$ cat src/rtl/vs_pkg.sv
// Shared types and helpers for the valid/stall FIFO family.
// Latency: n/a (declarations only).
// Backpressure: n/a (declarations only).
package vs_pkg;

    localparam int VS_DEF_WIDTH = 32;
    localparam int VS_DEF_DEPTH = 6;

    // Occupancy counter width: must represent 0..depth inclusive.
    function automatic int vs_cnt_w(input int depth);
        return $clog2(depth + 1);
    endfunction

    // One valid/stall handshake beat at the default payload width.
    typedef struct packed {
        logic                    valid;
        logic [VS_DEF_WIDTH-1:0] data;
    } vs_hs_t;

endpackage

$ cat src/rtl/ptr_wrap.sv
// Wrap-around pointer 0..N-1 with increment and synchronous clear; works for any N >= 2.
// Latency: new value visible one cycle after inc/clr.
// Backpressure: none; the caller decides when to increment.
module ptr_wrap #(
    parameter int N = 6
) (
    input  logic                 clk,
    input  logic                 rst,
    input  logic                 clr,
    input  logic                 inc,
    output logic [$clog2(N)-1:0] ptr
);
    localparam int PW = $clog2(N);

    // Pointer register: reset/clear dominate, then wrap N-1 -> 0 on increment.
    always_ff @(posedge clk) begin
        if (!rst) begin
            ptr <= '0;
        end else if (clr) begin
            ptr <= '0;
        end else if (inc) begin
            ptr <= (ptr == PW'(N - 1)) ? '0 : ptr + PW'(1);
        end
    end

endmodule

$ cat src/rtl/vs_fifo_n.sv
// Valid/stall FIFO of arbitrary depth with occupancy count, almost-full flag and flush; VS_FIFO_BYPASS_EN adds empty-bypass.
// Latency: one cycle push-to-output by default; zero cycles through the bypass when VS_FIFO_BYPASS_EN is defined.
// Backpressure: stall_us = registered full & valid_us, so a pop never frees a slot in the same cycle.
module vs_fifo_n
    import vs_pkg::*;
#(
    parameter int WIDTH     = VS_DEF_WIDTH,
    parameter int DEPTH     = VS_DEF_DEPTH,
    parameter int AF_THRESH = DEPTH - 1
) (
    input  logic                       clk,
    input  logic                       rst,
    input  logic                       clr,
    input  logic                       valid_us,
    input  logic [WIDTH-1:0]           data_us,
    output logic                       stall_us,
    output logic                       valid_ds,
    output logic [WIDTH-1:0]           data_ds,
    input  logic                       stall_ds,
    output logic [vs_cnt_w(DEPTH)-1:0] count,
    output logic                       almost_full,
    output logic                       empty,
    output logic                       full
);
    localparam int CNT_W = vs_cnt_w(DEPTH);
    localparam int PW    = $clog2(DEPTH);

    logic [WIDTH-1:0] mem [DEPTH];
    logic [PW-1:0]    rd_ptr;
    logic [PW-1:0]    wr_ptr;
    logic [CNT_W-1:0] count_r;
    logic             push;
    logic             pop;
    logic             byp;
    logic             wr_inc;
    logic             rd_inc;

    assign count       = count_r;
    assign empty       = (count_r == '0);
    assign full        = (count_r == CNT_W'(DEPTH));
    assign almost_full = (count_r >= CNT_W'(AF_THRESH));

    // Upstream stall only looks at registered full, never at stall_ds.
    assign stall_us = full & valid_us;
    assign push     = valid_us & ~stall_us;

`ifdef VS_FIFO_BYPASS_EN
    // An empty FIFO hands the upstream word straight through when downstream can take it.
    assign byp      = empty & valid_us & ~stall_ds;
    assign valid_ds = ~empty | byp;
    assign data_ds  = ~empty ? mem[rd_ptr] : (byp ? data_us : '0);
`else
    // Downstream sees registered state only.
    assign byp      = 1'b0;
    assign valid_ds = ~empty;
    assign data_ds  = ~empty ? mem[rd_ptr] : '0;
`endif

    assign pop = valid_ds & ~stall_ds;

    // A bypassed word is consumed without touching storage or pointers.
    assign wr_inc = push & ~byp & ~clr;
    assign rd_inc = pop & ~empty & ~clr;

    ptr_wrap #(.N(DEPTH)) u_wr_ptr (
        .clk (clk),
        .rst (rst),
        .clr (clr),
        .inc (wr_inc),
        .ptr (wr_ptr)
    );

    ptr_wrap #(.N(DEPTH)) u_rd_ptr (
        .clk (clk),
        .rst (rst),
        .clr (clr),
        .inc (rd_inc),
        .ptr (rd_ptr)
    );

    // Storage write; contents are deliberately left unreset.
    always_ff @(posedge clk) begin
        if (wr_inc) begin
            mem[wr_ptr] <= data_us;
        end
    end

    // Occupancy: +1 push only, -1 pop only, hold on both or neither.
    always_ff @(posedge clk) begin
        if (!rst) begin
            count_r <= '0;
        end else if (clr) begin
            count_r <= '0;
        end else if (wr_inc && !rd_inc) begin
            count_r <= count_r + CNT_W'(1);
        end else if (rd_inc && !wr_inc) begin
            count_r <= count_r - CNT_W'(1);
        end
    end

`ifndef SYNTHESIS
    // Upstream must hold its word while stalled.
    a_us_hold: assert property (@(posedge clk) disable iff (!rst)
        stall_us |=> (valid_us && $stable(data_us)));

    // Storage is never read out while empty, whatever stall_ds does.
    a_no_pop_empty: assert property (@(posedge clk) disable iff (!rst)
        !(rd_inc && empty));
`endif

endmodule

$ cat config.mk
export PLATFORM = sky130hd
export DESIGN_NAME = vs_fifo_n
export DESIGN_NICKNAME = d
export VERILOG_FILES = /design/src/rtl/vs_pkg.sv /design/src/rtl/ptr_wrap.sv /design/src/rtl/vs_fifo_n.sv
export SDC_FILE = /design/constraint.sdc
export NUM_CORES = 1
export LEC_CHECK = 0
export ABC_AREA = 0
export CAP_MARGIN = 10
export CORE_UTILIZATION = 45
export CTS_BUF_LIST = sky130_fd_sc_hd__clkbuf_8
export DETAILED_ROUTE_END_ITERATION = 16
export HOLD_SLACK_MARGIN = 0.06
export PLACE_DENSITY = 0.68
export SYNTH_ARGS = -nofsm -noshare
export SYNTH_HDL_FRONTEND = slang
export SYNTH_SLANG_ARGS = --single-unit
$ cat constraint.sdc
create_clock -name clk -period 4.2 [get_ports clk]
set_clock_uncertainty 0.05 [all_clocks]
set_input_delay 0.84 -clock clk [delete_from_list [all_inputs] [get_ports clk]]
set_output_delay 0.84 -clock clk [all_outputs]
set_load 0.02 [all_outputs]
## Word-level counts from Yosys, hierarchy flattened

Memory sizes are Yosys's and may differ from the RTL's. A register that Yosys moved wholly into a read port is not among the register bits.
Cells that the tools add are included.

- Memories: 1
- Register bits after elaboration: 9
- Memory bits (writable): 192

Memory list:

| name | words | width | read ports | clocked after memory_dff | write ports | line | RTL |
|---|---|---|---|---|---|---|---|
| mem | 6 | 32 | 1 | 1 | 1 | vs_fifo_n.sv:28 | `logic [WIDTH-1:0] mem [DEPTH];` |

- Reduce and logical (&&, ||, !) cells: 7
- Add/subtract/negate cells: 4
- Eq/ne operators: 3
- Order comparisons: 1
- Muxes and demuxes: 9
- Bitwise gates (word level): 11

Operators with widths:

| kind | count |
|---|---|
| two-way mux 32 bit | 1 |
| two-way mux 3 bit | 6 |
| adder 3 x 1 -> 3 bit, second input constant | 3 |
| == test 3 bit, second input constant | 3 |
| bitwise AND 1 bit | 6 |
| NOT 1 bit | 5 |
| >= comparator 3 bit, second input constant | 1 |
| zero test 3 bit | 1 |
| subtractor 3 x 1 -> 3 bit, second input constant | 1 |
| logical AND 1 bit | 2 |
| zero test 1 bit | 2 |
| two-way mux 1 bit | 2 |
| nonzero test 2 bit | 1 |
| OR reduction 2 bit | 1 |

## Longest topological paths before layout

- Word-level depth: 9
- Depth in mapped cells: 10
- Depth with buffers taken out: 9

## Hierarchy

Synthesis repeated with hierarchy kept, for this count alone.

- Cells, all modules: 477
- Area total of the unflattened synthesis: 7796.2 µm²

By module, submodules not included:

| module | area an instance (µm²) | times used | cells an instance |
|---|---|---|---|
| vs_fifo_n | 7538.5 | 1 | 453 |
| ptr_wrap | 128.9 | 2 | 12 |

## Worst setup path after synthesis

Ideal clock, no wire load.

- Path type: input port to flip-flop
- Start point: input clr
- End point: memory mem[2][0] (netlist name) (enable)
- Cell stages on the path: 2
- Path slack: 0.078 ns
- Arrival time: 3.611 ns
- Cells stage by stage: or4_4 -> nor3_1

- Longest elaborated chain between the ends: 4

Ends and longest elaborated chain:

| element | line | RTL |
|---|---|---|
| start: declaration | vs_fifo_n.sv:13 | `input logic clr,` |
| NOT 1 bit | vs_fifo_n.sv:62 | `assign wr_inc = push & ~byp & ~clr;` |
| bitwise AND 1 bit | vs_fifo_n.sv:62 |  |
| two-way mux 1 bit | vs_fifo_n.sv:83 | `if (wr_inc) begin` |
| two-way mux 1 bit (implied by the code) | vs_fifo_n.sv:84 | `mem[wr_ptr] <= data_us;` |
| end: declaration | vs_fifo_n.sv:28 |  |

No other way between the ends.

==> flow_summary.toml <==
[status]
status = "complete, no violations"

[final_layout]
area_growth_pct = 21.8
drive_gt1_share_pct = 11.7
nets = 622
antenna_cells = 0

[clock_network]
cts_resized = 0
cts_max_path_buffers = 3
clockRootBuffer = "clkbuf_8"
clock-sinks = 204
cts_tree = "done"
postCtsSetupRepairBufs = 0
htree_levels = 2
cts_hold_buf = 0
cts_buffers = 34
clk_pin_slew_ns = 0.06
clock_latency_ns = 0.49

[synthesis]
synth_edf_count = 192
synth_flop_cell = "edfxtp_1"
seq_area_frac_synth_pct = 77.2
ys.warnings.count = 0
synth_seq_cells = 204
syn_nets = 522
syn_avg_cell_area_um2 = 16.1
ys_types = 33
synthArstFlopShare_pct = 0
synth_cells = 483
synth.cell_area_mm2 = 0.00778

[sta]
slew_viol_final = 0
setup_viol_count_final = 0
final-hold-violation-count = 0
holdWs_ns = 0.461
post-route-period-util_pct = 91.8
tightestPinTransition_ns = 0.922
finalSetupTns_ns = 0
slew_headroom_pct = 38.5
rsz0062_at_grt = "no"
layout_min_cycle_time_ns = 3.85
fmax_mhz = 259

[setup_path]
arrival_ns = 2.96
critical_path_class = "reg2out"
cp-start-kind = "flop"
worstPathMaxFanout = 90
end_kind = "primary output"
required_ns = 3.31

[global_routing]
grt.total_usage_pct = 18.6
grt_pass1_vias = 4499
antenna_found_initial = 0
grt_pass1_wl_um = 24800
grt_max_degree = 91
grt_overflow = 0

[drt]
dr.pass1.iters = 4
wl_per_cell_um = 19.6
drtIter0Drc = 306
num_vias = 4564
drc = 0
ant_nets = 0
drt-total-wl_um = 16200
vias_per_cell = 5.52

[floorplan]
num_rows = 47
fp.dieH_um = 133
die_area_mm2 = 0.0178
pin_count = 77
coreArea_mm2 = 0.0168
start_util_pct = 46.4
fp.dieW_um = 133

[place]
io_buffers = 76
hpwl_um = 9300
place.gp.congestion = 0.724

[min_path]
hold_class = "reg2reg"

[pwr]
powerDensity_mw_per_mm2 = 431
p_leak_nw = 3.02
irDropWorstVdd_mv = 0.335

[flow_run]
drv_cap = 0
-- through the flow --
stage	std cells	total power, mW	area, µm²	util [%]	setup slack, ns
after floorplan	483	2.41	7780	-	0.0779
after global placement	767	2.55	8850	52.8	0.954
after detailed placement	767	2.56	8850	52.8	0.873
after CTS	827	4.12	9480	56.5	0.332
after global routing	827	4.23	9480	56.5	0.160
final	827	4.09	9480	56.5	0.345
-- cell families (layout without fill, tap and decap cells) --
group           after synthesis  count (layout)  share of synthesized area (%)
flops                       204             204                           77.2
compound gates              111             111                           9.84
xor+xnor                      2               2                          0.225
simple gates                126             126                           10.1
mux                           1               1                          0.129
buf+inv                      37             161                           2.12
fa+ha+maj                     2               2                          0.418
-- Yosys cell counts (2+ instances only) --
master      n  area share (%)
edfxtp_1  192              74
o211ai_1    2            0.19
inv_1       5            0.24
buf_2      15            0.96
nor2b_1    66             5.3
xor2_1      2            0.23
nand2b_1    4            0.32
a211oi_1   64             6.2
o21ai_0     5            0.32
or3_1       5            0.40
nand2_1     3            0.14
nor2_1      2           0.097
a21oi_1     5            0.32
nor3_1      5            0.32
or4_1       2            0.19
o22ai_1    32             2.6
dfxtp_1    12             3.1
nor4_1     32             2.6
clkbuf_1   16            0.77
-- metal layers --
layer  track usage (%)  wire length, µm  up-vias
met3              3.46              646       20
met5                 0                0        -
met1              23.6             6830     2277
met2              31.6             8470      114
met4              7.51              295        0
li1                  -                -     2153
-- sequential cells by signal (all words and copies together), names as in the netlist, named ones only --
signal	cells
mem	192
u_wr_ptr.ptr	3
u_rd_ptr.ptr	3
count	3
-- cells in the final DEF, fill, tap and decap left out, types with 3 or more instances in the layout --
master / count
edfxtp_1: 192
clkdlybuf4s50_1: 76
nor2b_1: 66
a211oi_1: 64
clkbuf_8: 37
o22ai_1: 32
nor4_1: 32
buf_4: 20
inv_1: 16
dfxtp_1: 11
clkinv_1: 9
or3_1: 5
o21ai_0: 5
a21oi_1: 5
nor3_2: 4
nand2_1: 3
-- where the power goes --
group | internal, mW | switching [mW] | leakage (nW)
Sequential | 2.25 | 0.00727 | 1.84
Combinational | 0.115 | 0.143 | 0.828
Clock | 0.868 | 0.707 | 0.361
Total | 3.23 | 0.858 | 3.02
-- worst paths after layout --
check                   from           to  slack, ns  depth (start not counted)
min reg2reg  u_rd_ptr.ptr[0]         flop       0.46                          2
max reg2reg         count[0]     count[2]       1.60                         10
min          u_rd_ptr.ptr[0]         flop       0.46                          2
max                     flop  data_ds[19]       0.35                          4
-- area by class of cell --
| type | instances | area (µm²) |
|---|---|---|
| clock buffer | 37 | 509 |
| clock inverter | 23 | 115 |
| fill | 1345 | 7280 |
| inverter | 5 | 18.8 |
| multi-input combinational | 242 | 1640 |
| sequential | 204 | 6010 |
| tap | 220 | 275 |
| timing repair buffer | 96 | 911 |
-- critical path: stages (launching register included) --
cell	delay, ns
dfxtp_4	0.92
buf_4	0.39
a211oi_1	0.11
nor4_1	0.33
clkdlybuf4s50_1	0.66
No activity file was read; power rests on OpenSTA's default activity.
